### src/rtl/pill_target_editor_pkg.sv
// Shared constants for the bottling front panel: controller state codes,
// cursor digit indices, 1 kHz timing defaults and the BCD digit step.
package pill_target_editor_pkg;

  typedef logic [2:0] ctrl_state_t;
  typedef logic [2:0] cursor_t;

  localparam ctrl_state_t ST_SETTING = 3'd0;
  localparam ctrl_state_t ST_FILLING = 3'd1;
  localparam ctrl_state_t ST_PAUSED  = 3'd2;
  localparam ctrl_state_t ST_DONE    = 3'd3;
  localparam ctrl_state_t ST_FATAL   = 3'd4;

  localparam cursor_t CUR_P1  = 3'd0;
  localparam cursor_t CUR_P2  = 3'd1;
  localparam cursor_t CUR_P3  = 3'd2;
  localparam cursor_t CUR_B1  = 3'd3;
  localparam cursor_t CUR_B2  = 3'd4;
  localparam cursor_t CUR_MAX = CUR_B2;

  // One clock is one millisecond.
  localparam int DEBOUNCE_MS_DEF      = 20;
  localparam int REPEAT_DELAY_MS_DEF  = 500;
  localparam int REPEAT_PERIOD_MS_DEF = 200;

  function automatic logic [3:0] bcd_inc(input logic [3:0] d);
    return (d >= 4'd9) ? 4'd0 : d + 4'd1;
  endfunction

endpackage

### src/rtl/pill_target_editor_btn_debounce.sv
// Button debouncer: level follows raw after DEBOUNCE_MS equal differing samples;
// press is a one-cycle pulse the cycle after level rises.
module btn_debounce
  import pill_target_editor_pkg::*;
#(
  parameter int DEBOUNCE_MS = DEBOUNCE_MS_DEF
) (
  input  logic clk,
  input  logic rst_n,
  input  logic raw,
  output logic level,
  output logic press
);

  localparam int CW = $clog2(DEBOUNCE_MS + 1);

  logic [CW-1:0] cnt;
  logic          level_q;

  always_ff @(posedge clk or negedge rst_n) begin
    if (!rst_n) begin
      cnt     <= '0;
      level   <= 1'b0;
      level_q <= 1'b0;
      press   <= 1'b0;
    end else begin
      level_q <= level;
      press   <= level & ~level_q;
      // Any sample that agrees with the current level restarts the count.
      if (raw == level) begin
        cnt <= '0;
      end else if (cnt == CW'(DEBOUNCE_MS - 1)) begin
        level <= raw;
        cnt   <= '0;
      end else begin
        cnt <= cnt + 1'b1;
      end
    end
  end

endmodule

### src/rtl/pill_target_editor.sv
// Operator target editor: debounced buttons edit five BCD digits under a cursor,
// increment auto-repeats while held; start/reject pulses are registered (1 cycle).
module pill_target_editor
  import pill_target_editor_pkg::*;
#(
  parameter int DEBOUNCE_MS      = DEBOUNCE_MS_DEF,
  parameter int REPEAT_DELAY_MS  = REPEAT_DELAY_MS_DEF,
  parameter int REPEAT_PERIOD_MS = REPEAT_PERIOD_MS_DEF
) (
  input  logic        clk_1khz,
  input  logic        switch_clr,
  input  logic        edit_en,
  input  logic        btn_sel_raw,
  input  logic        btn_inc_raw,
  input  logic        btn_start_raw,
  output logic [11:0] tgt_pills_bcd,
  output logic [7:0]  tgt_bottles_bcd,
  output logic [2:0]  cursor,
  output logic [4:0]  flicker_mask,
  output logic        cfg_valid,
  output logic        cfg_start,
  output logic        cfg_reject
);

  localparam logic [1:0] RPT_IDLE   = 2'd0;
  localparam logic [1:0] RPT_HOLD   = 2'd1;
  localparam logic [1:0] RPT_REPEAT = 2'd2;

  localparam int TMAX = (REPEAT_DELAY_MS > REPEAT_PERIOD_MS) ? REPEAT_DELAY_MS : REPEAT_PERIOD_MS;
  localparam int TW   = $clog2(TMAX + 1);

  logic            sel_lvl, sel_press;
  logic            inc_lvl, inc_press;
  logic            start_lvl, start_press;
  logic [1:0]      unused_lvl;
  logic [4:0][3:0] digits;
  logic [1:0]      rpt, rpt_next;
  logic [TW-1:0]   timer, timer_next;
  logic            rpt_step;
  logic            sel_go, inc_go, start_go, step;

  btn_debounce #(.DEBOUNCE_MS(DEBOUNCE_MS)) u_sel (
    .clk(clk_1khz), .rst_n(switch_clr), .raw(btn_sel_raw), .level(sel_lvl), .press(sel_press)
  );
  btn_debounce #(.DEBOUNCE_MS(DEBOUNCE_MS)) u_inc (
    .clk(clk_1khz), .rst_n(switch_clr), .raw(btn_inc_raw), .level(inc_lvl), .press(inc_press)
  );
  btn_debounce #(.DEBOUNCE_MS(DEBOUNCE_MS)) u_start (
    .clk(clk_1khz), .rst_n(switch_clr), .raw(btn_start_raw), .level(start_lvl), .press(start_press)
  );

  assign unused_lvl = {sel_lvl, start_lvl};

  assign sel_go   = edit_en & sel_press;
  assign inc_go   = edit_en & inc_press;
  assign start_go = edit_en & start_press;
  assign step     = inc_go | rpt_step;

  assign tgt_pills_bcd   = {digits[2], digits[1], digits[0]};
  assign tgt_bottles_bcd = {digits[4], digits[3]};
  assign cfg_valid       = (tgt_pills_bcd != 12'd0) && (tgt_bottles_bcd != 8'd0);
  assign flicker_mask    = edit_en ? (5'b00001 << cursor) : 5'b00000;

  always_comb begin
    rpt_next   = rpt;
    timer_next = timer;
    rpt_step   = 1'b0;
    case (rpt)
      RPT_IDLE: begin
        if (inc_go) begin
          rpt_next   = RPT_HOLD;
          timer_next = '0;
        end
      end
      RPT_HOLD: begin
        if (!inc_lvl || !edit_en) begin
          rpt_next = RPT_IDLE;
        end else if (timer == TW'(REPEAT_DELAY_MS - 1)) begin
          rpt_step   = 1'b1;
          rpt_next   = RPT_REPEAT;
          timer_next = '0;
        end else begin
          timer_next = timer + 1'b1;
        end
      end
      RPT_REPEAT: begin
        if (!inc_lvl || !edit_en) begin
          rpt_next = RPT_IDLE;
        end else if (timer == TW'(REPEAT_PERIOD_MS - 1)) begin
          rpt_step   = 1'b1;
          timer_next = '0;
        end else begin
          timer_next = timer + 1'b1;
        end
      end
      default: rpt_next = RPT_IDLE;
    endcase
  end

  always_ff @(posedge clk_1khz or negedge switch_clr) begin
    if (!switch_clr) begin
      rpt        <= RPT_IDLE;
      timer      <= '0;
      digits     <= '0;
      cursor     <= CUR_P1;
      cfg_start  <= 1'b0;
      cfg_reject <= 1'b0;
    end else begin
      rpt        <= rpt_next;
      timer      <= timer_next;
      cfg_start  <= start_go & cfg_valid;
      cfg_reject <= start_go & ~cfg_valid;
      // A start press judges the pre-edit config, so same-cycle edits are dropped.
      if (!start_go) begin
        for (int i = 0; i < 5; i++) begin
          if (step && cursor == 3'(i)) digits[i] <= bcd_inc(digits[i]);
        end
        if (sel_go) cursor <= (cursor == CUR_MAX) ? CUR_P1 : cursor + 3'd1;
      end
    end
  end

endmodule
### config.mk
export PLATFORM = sky130hd
export DESIGN_NAME = pill_target_editor
export DESIGN_NICKNAME = d
export VERILOG_FILES = /design/src/rtl/pill_target_editor_pkg.sv /design/src/rtl/pill_target_editor_btn_debounce.sv /design/src/rtl/pill_target_editor.sv
export SDC_FILE = /design/constraint.sdc
export NUM_CORES = 1
export LEC_CHECK = 0
export CAP_MARGIN = 25
export CORE_MARGIN = 2
export CORE_UTILIZATION = 55
export DETAILED_ROUTE_END_ITERATION = 10
export PLACE_DENSITY = 0.81
export SYNTH_ARGS = -nofsm -noshare
export SYNTH_HDL_FRONTEND = slang
export SYNTH_SLANG_ARGS = --single-unit
### constraint.sdc
create_clock -name clk_1khz -period 2.85 [get_ports clk_1khz]
set_input_delay 0.855 -clock clk_1khz [delete_from_list [all_inputs] [get_ports clk_1khz]]
set_output_delay 0.855 -clock clk_1khz [all_outputs]
set_load 0.02 [all_outputs]
==> impl_results.md, run 1 <==
- Peak ir drop on the vdd network: 0.485 mV
- Sort of element at the end of the critical path: primary output
- Share of total power in combinational logic: 0.290
- Timing-limited maximum frequency: 358 MHz
- Layout overhead on the synthesized area: 23.0%
- Setup slack of the critical path after layout: between 60 and 70 ps
- Critical path's most frequent cell: sky130_fd_sc_hd__inv_1
- Total I/O pin count: 37
- Initial drt markers: 130
- DRC viols: 0
- Die X: approximately 83 um
- Post-synth top flop: sky130_fd_sc_hd__dfrtp_1
- Mapped Cells: 342
- Commonest non-fill, non-tap cell in the layout: sky130_fd_sc_hd__dfrtp_1
- Deepest level of the CTS H-tree: 3
- Top fanout value on the critical path: 3
- WL per Instance: 14.6 um
- Minimum period implied by the final worst setup slack: 2790 ps
- Count of warnings emitted by yosys: 0
- Clock transition time at the flip-flop clock pins of the worst setup and hold paths: 70 ps
- Tightest Pin Transition: 765 ps
- Outcome: complete, no violations
- Max-Cap Viols: 0
- Slew headroom: 0.490
- Count of nets after finishing: 440
- Mean cell area of the mapped netlist: ~10 um^2
- Critical path class: register to primary output
- Area of the core region: 0.00599 mm^2
- Clock share of power: 0.282
- Global-route wire length before repair: 12.3 mm
- Fraction of power spent switching nets: 0.358
- Share of cells above drive strength 1: 0.138
- Total power: 2.74 mW
- Detail Placement HPWL: 5.08 mm
- EDFF count, synth: 0
- Fin. Hold Viols: 0
- Buffers & Inverters on Critical Path: 3
- Routability cong.: 0.855
- Root Buffer Master: sky130_fd_sc_hd__clkbuf_8
- Share of synthesized area occupied by flip-flops and latches: 0.437
- Number of global-route vias before repair: 2724
- Setup violations, final: 0
- Number of clock buffers inserted by TritonCTS: 9
- Internal portion of total power: 1.76 mW
- Worst slack, placed: -415 ps
- Clock latency on the worst-skew pair: between 300 and 400 ps
- Critical path data required time: 2000 ps
- Starting density of the core: 0.574
- Critical Path Start Type: register
- Count of antenna-violating nets left after detailed routing: 0
- Number of buffers added on ports: 36
- Switching power summed over all nets: 0.983 mW
- Aggregate global routing overflow: 0
- Largest incremental delay on the critical path: approximately 500 ps
- Pleak: 1.96 nW
- Synthesized net count: 381
- Number of detailed-route iterations in the first pass: 4
- Slowest library cell on the worst path: sky130_fd_sc_hd__or4_4
- Leading cell types in the layout, fill and taps excluded: sky130_fd_sc_hd__dfrtp_1, sky130_fd_sc_hd__ha_1, sky130_fd_sc_hd__nand2_1
- Kind of path behind the tightest hold check: register to register
- Clock tree from TritonCTS: built
- Final Skew: 8.30 ps
- Number of clock sinks: 60
- Row cnt: 28
- Smallest hold slack: slightly below 400 ps
- Fin crit share: 0.979
- Share of flip-flops with an asynchronous set or reset after synthesis: 1.00
- Count of different cell masters after synthesis: 50
- Quantity of hold-fixing buffers added after cts: 0
- DRT Wirelength: 7.01 mm
- Power density over the cells: 648 mW/mm^2
- Avg Vias per Cell: 5.65
- Clock Path Buffers: 2
- Total of flip-flops plus latches after synthesis: 60
- Pin count of the biggest net entering global routing: 61
- Arrival @ worst endpoint: 1930 ps
- Setup TNS after final layout: 0 ps
- Count of placed standard cells including taps: 465
- Worst-path cell chain: inv_1 -> ha_1 -> nand2b_1 -> or4_4 -> o21ai_2 -> inv_1 -> clkdlybuf4s15_2
- Number of antenna violations at the first check in global routing: 0
- Die height: between 80 and 90 um
- All-layer global routing usage: 0.219
- Post-layout instance count excluding filler cells: 481
- Kind of cell adding the most delay to the critical path: simple AND/OR/NAND/NOR gates
- Flop pwr share: 0.427
- Area enclosed by the die boundary: 0.00690 mm^2
- Total via count after detailed routing: around 2.7k
- Post-synth design cell area: 0.00344 mm^2
- Antenna diodes: 0
- Final slew viol count: 0
-- worst paths after layout --
kind	slack (ps)	cells past startpoint	to	startpoint
min in group asynchronous	670	2	u_inc.cnt[4]	switch_clr
hold reg to reg	390	1	u_sel.press	u_sel.level_q
hold / removal	390	1	u_sel.press	u_sel.level_q
setup reg to reg	530	5	timer[8]	timer[0]
max in group asynchronous	1670	2	u_sel.cnt[4]	switch_clr
setup / recovery	60	7	cfg_valid	tgt_bottles_bcd[0]
-- synth_stat cells (4+ instances only) --
master / count / share of area
sky130_fd_sc_hd__nand4_1: 7 / 0.013
sky130_fd_sc_hd__xor2_1: 9 / 0.023
sky130_fd_sc_hd__o21ai_0: 15 / 0.022
sky130_fd_sc_hd__nand3_1: 14 / 0.020
sky130_fd_sc_hd__nand3b_1: 4 / 0.0087
sky130_fd_sc_hd__inv_1: 28 / 0.031
sky130_fd_sc_hd__ha_1: 33 / 0.12
sky130_fd_sc_hd__a21oi_1: 11 / 0.016
sky130_fd_sc_hd__o211ai_1: 10 / 0.022
sky130_fd_sc_hd__nand2b_1: 7 / 0.013
sky130_fd_sc_hd__nor2b_1: 10 / 0.018
sky130_fd_sc_hd__mux2i_1: 11 / 0.032
sky130_fd_sc_hd__nand2_1: 31 / 0.034
sky130_fd_sc_hd__nor2_1: 19 / 0.021
sky130_fd_sc_hd__dfrtp_1: 60 / 0.44
sky130_fd_sc_hd__o22a_1: 4 / 0.010
sky130_fd_sc_hd__and2_1: 6 / 0.011
sky130_fd_sc_hd__o31ai_1: 5 / 0.011
sky130_fd_sc_hd__o2111ai_1: 4 / 0.010
sky130_fd_sc_hd__nor3_1: 5 / 0.0073
sky130_fd_sc_hd__clkbuf_1: 5 / 0.0055
sky130_fd_sc_hd__mux2_2: 5 / 0.016
-- per-layer routing --
| layer | share of wire | vias up | global-route usage |
|---|---|---|---|
| li1 | - | 1335 | - |
| met1 | 0.47 | 1305 | 0.292 |
| met2 | 0.47 | 60 | 0.338 |
| met3 | 0.040 | 16 | 0.0497 |
| met4 | 0.025 | 0 | 0.107 |
| met5 | 0 | - | 0 |
-- what timing repair did --
action	in CTS	in global routing
buffers inserted	0	0
cloned	0	0
gates resized for setup	21	5
endpoints found under the setup margin	6	5
-- area by class of cell --
| type | instances | area (um^2) |
|---|---|---|
| multi-input cells | 248 | 1820 |
| well taps | 75 | 93.8 |
| fillers | 431 | 1760 |
| clock buffers | 10 | 138 |
| clock inverters | 6 | 63.8 |
| repair buffers | 54 | 504 |
| inverters | 28 | 105 |
| flip-flops and latches | 60 | 1500 |
-- logic make-up after synthesis --
logic type	Yosys count	synth area share
xor+xnor	12	0.0306
simple gates	118	0.179
buf+inv	34	0.0375
compound gates	69	0.147
fa+ha+maj	33	0.120
flops	60	0.437
mux	16	0.0484
-- state kept, by name, indices dropped and copies added (netlist names), 2 cells and up --
name	count
tgt_pills_bcd	12
timer	9
tgt_bottles_bcd	8
u_inc.cnt	5
u_sel.cnt	5
u_start.cnt	5
cursor	3
rpt	2
-- stage by stage --
step	util	cell area, um^2
5_1_grt	0.706	4230
2_1_floorplan	-	3440
3_5_place_dp	0.668	4000
6_report	0.706	4230
3_3_place_gp	0.668	4000
4_1_cts	0.704	4220
-- power groups by stage --
stage / registers [mW] / logic, mW / clock network [mW]
6_report: 1.17 / 0.796 / 0.774
5_1_grt: 1.20 / 0.893 / 0.821
4_1_cts: 1.17 / 0.799 / 0.784
3_5_place_dp: 1.18 / 0.791 / 0
3_3_place_gp: 1.17 / 0.763 / 0
2_1_floorplan: 1.19 / 0.475 / 0
(Power assumes the default switching activity.)
==> inputs of run 2 (changes only) <==
--- a/config.mk
+++ b/config.mk
@@ -5,6 +5,7 @@
 export SDC_FILE = /design/constraint.sdc
 export NUM_CORES = 1
 export LEC_CHECK = 0
+export ABC_CLOCK_PERIOD_IN_PS = 2850
 export CAP_MARGIN = 25
 export CORE_MARGIN = 2
 export CORE_UTILIZATION = 55
==> results of run 2 <==
Final layout, timing and power as in run 1 (identical DEF).
==> inputs of run 3 (changes only) <==
--- a/config.mk
+++ b/config.mk
@@ -7,9 +7,10 @@
 export LEC_CHECK = 0
 export ABC_CLOCK_PERIOD_IN_PS = 2850
 export CAP_MARGIN = 25
-export CORE_MARGIN = 2
+export CORE_MARGIN = 4
 export CORE_UTILIZATION = 55
 export DETAILED_ROUTE_END_ITERATION = 10
+export GPL_ROUTABILITY_DRIVEN = 0
 export PLACE_DENSITY = 0.81
 export SYNTH_ARGS = -nofsm -noshare
 export SYNTH_HDL_FRONTEND = slang
==> run 3 against run 2 <==
Against the previous run:
- count of clock-buffer cells in the layout is 2 higher
- combinational power up 1%
- critical path depth stayed put
- final cell count increased by 1.0%
- register-to-register slack worse by 110 ps
- global-route usage up 0.27 points
- via count increased by 2.5%
- largest cell class unchanged
- clock power is 2% higher
- critical path type unchanged
- total power is 1.0% higher
- first-iteration DRC count fell by 5.4%
==> impl_results.md, run 3 (same netlist as run 1, synthesis figures left out) <==
- Number of detailed-route iterations in the first pass: 4
- Area of the core region: 0.00599 mm^2
- Max reg flops: 12
- Die X: between 80 and 90 um
- Setup violations, final: 0
- Fin. Hold Viols: 0
- Die height: around 87 um
- R2r setup slk: 420 ps
- R2r endpoint: timer[8]
- DRT Wirelength: 7.62 mm
- Tightest Pin Transition: 674 ps
- Peak ir drop on the vdd network: 0.502 mV
- Number of buffers added on ports: 36
- WL per Instance: approximately 16 um
- Count of placed standard cells including taps: 470
- # Post-CTS Setup Buffers: 0
- Global-route wire length before repair: about 13 mm
- Timing-limited maximum frequency: between 300 and 400 MHz
- Setup TNS after final layout: 0 ps
- Clock tree from TritonCTS: built
- Final Skew: around 13 ps
- Count of nets after finishing: approximately 450
- Share of total power in combinational logic: 0.291
- Layout overhead on the synthesized area: 24.0%
- Clock transition time at the flip-flop clock pins of the worst setup and hold paths: 70 ps
- Total I/O pin count: 37
- Startpoint of the worst setup timing path: tgt_bottles_bcd[0]
- Commonest non-fill, non-tap cell in the layout: sky130_fd_sc_hd__dfrtp_1
- Top fanout value on the critical path: 3
- All-layer global routing usage: 0.222
- Kind of path behind the tightest hold check: register to register
- Worst slack, placed: -426 ps
- Leading cell types in the layout, fill and taps excluded: sky130_fd_sc_hd__dfrtp_1, sky130_fd_sc_hd__ha_1, sky130_fd_sc_hd__nand2_1
- Antenna diodes: 0
- Root Buffer Master: sky130_fd_sc_hd__clkbuf_8
- Detail Placement HPWL: 5.59 mm
- Number of antenna violations at the first check in global routing: 0
- Starting density of the core: 0.574
- Outcome: complete, no violations
- Critical Path Start Type: register
- Clock share of power: 0.285
- Worst R2R Start: timer[0]
- Critical path data required time: 2000 ps
- Share of cells above drive strength 1: 0.144
- Deepest level of the CTS H-tree: 3
- Fin crit share: 0.972
- Core utilization of the finished layout: 0.712
- DRC viols: 0
- Number of clock buffers inserted by TritonCTS: 9
- Sort of element at the end of the critical path: primary output
- Fraction of power spent switching nets: 0.356
- Count of antenna-violating nets left after detailed routing: 0
- Fin area: 0.00426 mm^2
- Power density over the cells: 650 mW/mm^2
- Initial drt markers: between 100 and 150
- Worst Reg-to-Reg Cells: 5
- Smallest hold slack: 393 ps
- Clock latency on the worst-skew pair: 340 ps
- Minimum period implied by the final worst setup slack: between 2000 and 3000 ps
- Internal portion of total power: roughly 1.8 mW
- Post-DP Area: 0.00405 mm^2
- Pleak: 1.98 nW
- Total power: 2.77 mW
- Post-layout instance count excluding filler cells: 486
- Clock Path Buffers: 2
- Pin count of the biggest net entering global routing: 36
- Setup slack of the critical path after layout: 79.8 ps
- Number of clock sinks: 60
- Max-Cap Viols: 0
- Final slew viol count: 0
- Number of global-route vias before repair: 2868
- Arrival @ worst endpoint: 1920 ps
- Row cnt: 28
- Aggregate global routing overflow: 0
- Switching power summed over all nets: 0.985 mW
- Slew headroom: 0.551
- Total via count after detailed routing: approximately 2.8k
- Avg Vias per Cell: 5.73
- CP endpoint: cfg_valid
- Flop pwr share: 0.424
- Area enclosed by the die boundary: 0.00758 mm^2
- Critical path class: register to primary output
## run 3: worst max-delay path: stages, from the launching register on
cell	delay [ps]
sky130_fd_sc_hd__dfrtp_1	390
sky130_fd_sc_hd__inv_2	70
sky130_fd_sc_hd__ha_1	140
sky130_fd_sc_hd__nand2b_1	90
sky130_fd_sc_hd__or4_4	500
sky130_fd_sc_hd__o21ai_2	80
sky130_fd_sc_hd__inv_1	50
sky130_fd_sc_hd__clkdlybuf4s15_2	250
## run 3: area by class of cell
| class | count | area [um^2] |
|---|---|---|
| Clock buffer | 12 | 155 |
| Clock inverter | 4 | 47.5 |
| Fill cell | 437 | 1730 |
| Inverter | 28 | 105 |
| Multi-Input combinational cell | 248 | 1820 |
| Sequential cell | 60 | 1500 |
| Tap cell | 75 | 93.8 |
| Timing Repair Buffer | 59 | 544 |
## run 3: how the worst min path moves through the flow
| stage | cells after the start | endpoint | slack, ps | from |
|---|---|---|---|---|
| after floorplan | 0 | u_inc.level_q | 350 | u_inc.level |
| after global placement | 1 | u_inc.press | 380 | u_inc.level_q |
| after detailed placement | 1 | u_start.press | 390 | u_start.level_q |
| after CTS | 1 | u_start.press | 400 | u_start.level_q |
| after global routing | 1 | u_inc.press | 420 | u_inc.level_q |
| final | 1 | u_start.press | 390 | u_start.level_q |
## run 3: power groups by stage
stage	clock network, mW	registers [mW]	logic [mW]
6_report	0.790	1.17	0.806
2_1_floorplan	0	1.19	0.475
3_3_place_gp	0	1.17	0.768
3_5_place_dp	0	1.18	0.804
5_1_grt	0.841	1.20	0.901
4_1_cts	0.798	1.17	0.809
## run 3: what timing repair did
item | in CTS | in global routing
gates resized for setup | 19 | 3
hold buffers | 0 | 0
endpoints found under the setup margin | 6 | 1
## run 3: routing by layer
layer / global-route usage / part of all wire
met4: 0.0963 / 0.022
met5: 0 / 0
met1: 0.274 / 0.44
met3: 0.0454 / 0.038
met2: 0.373 / 0.50
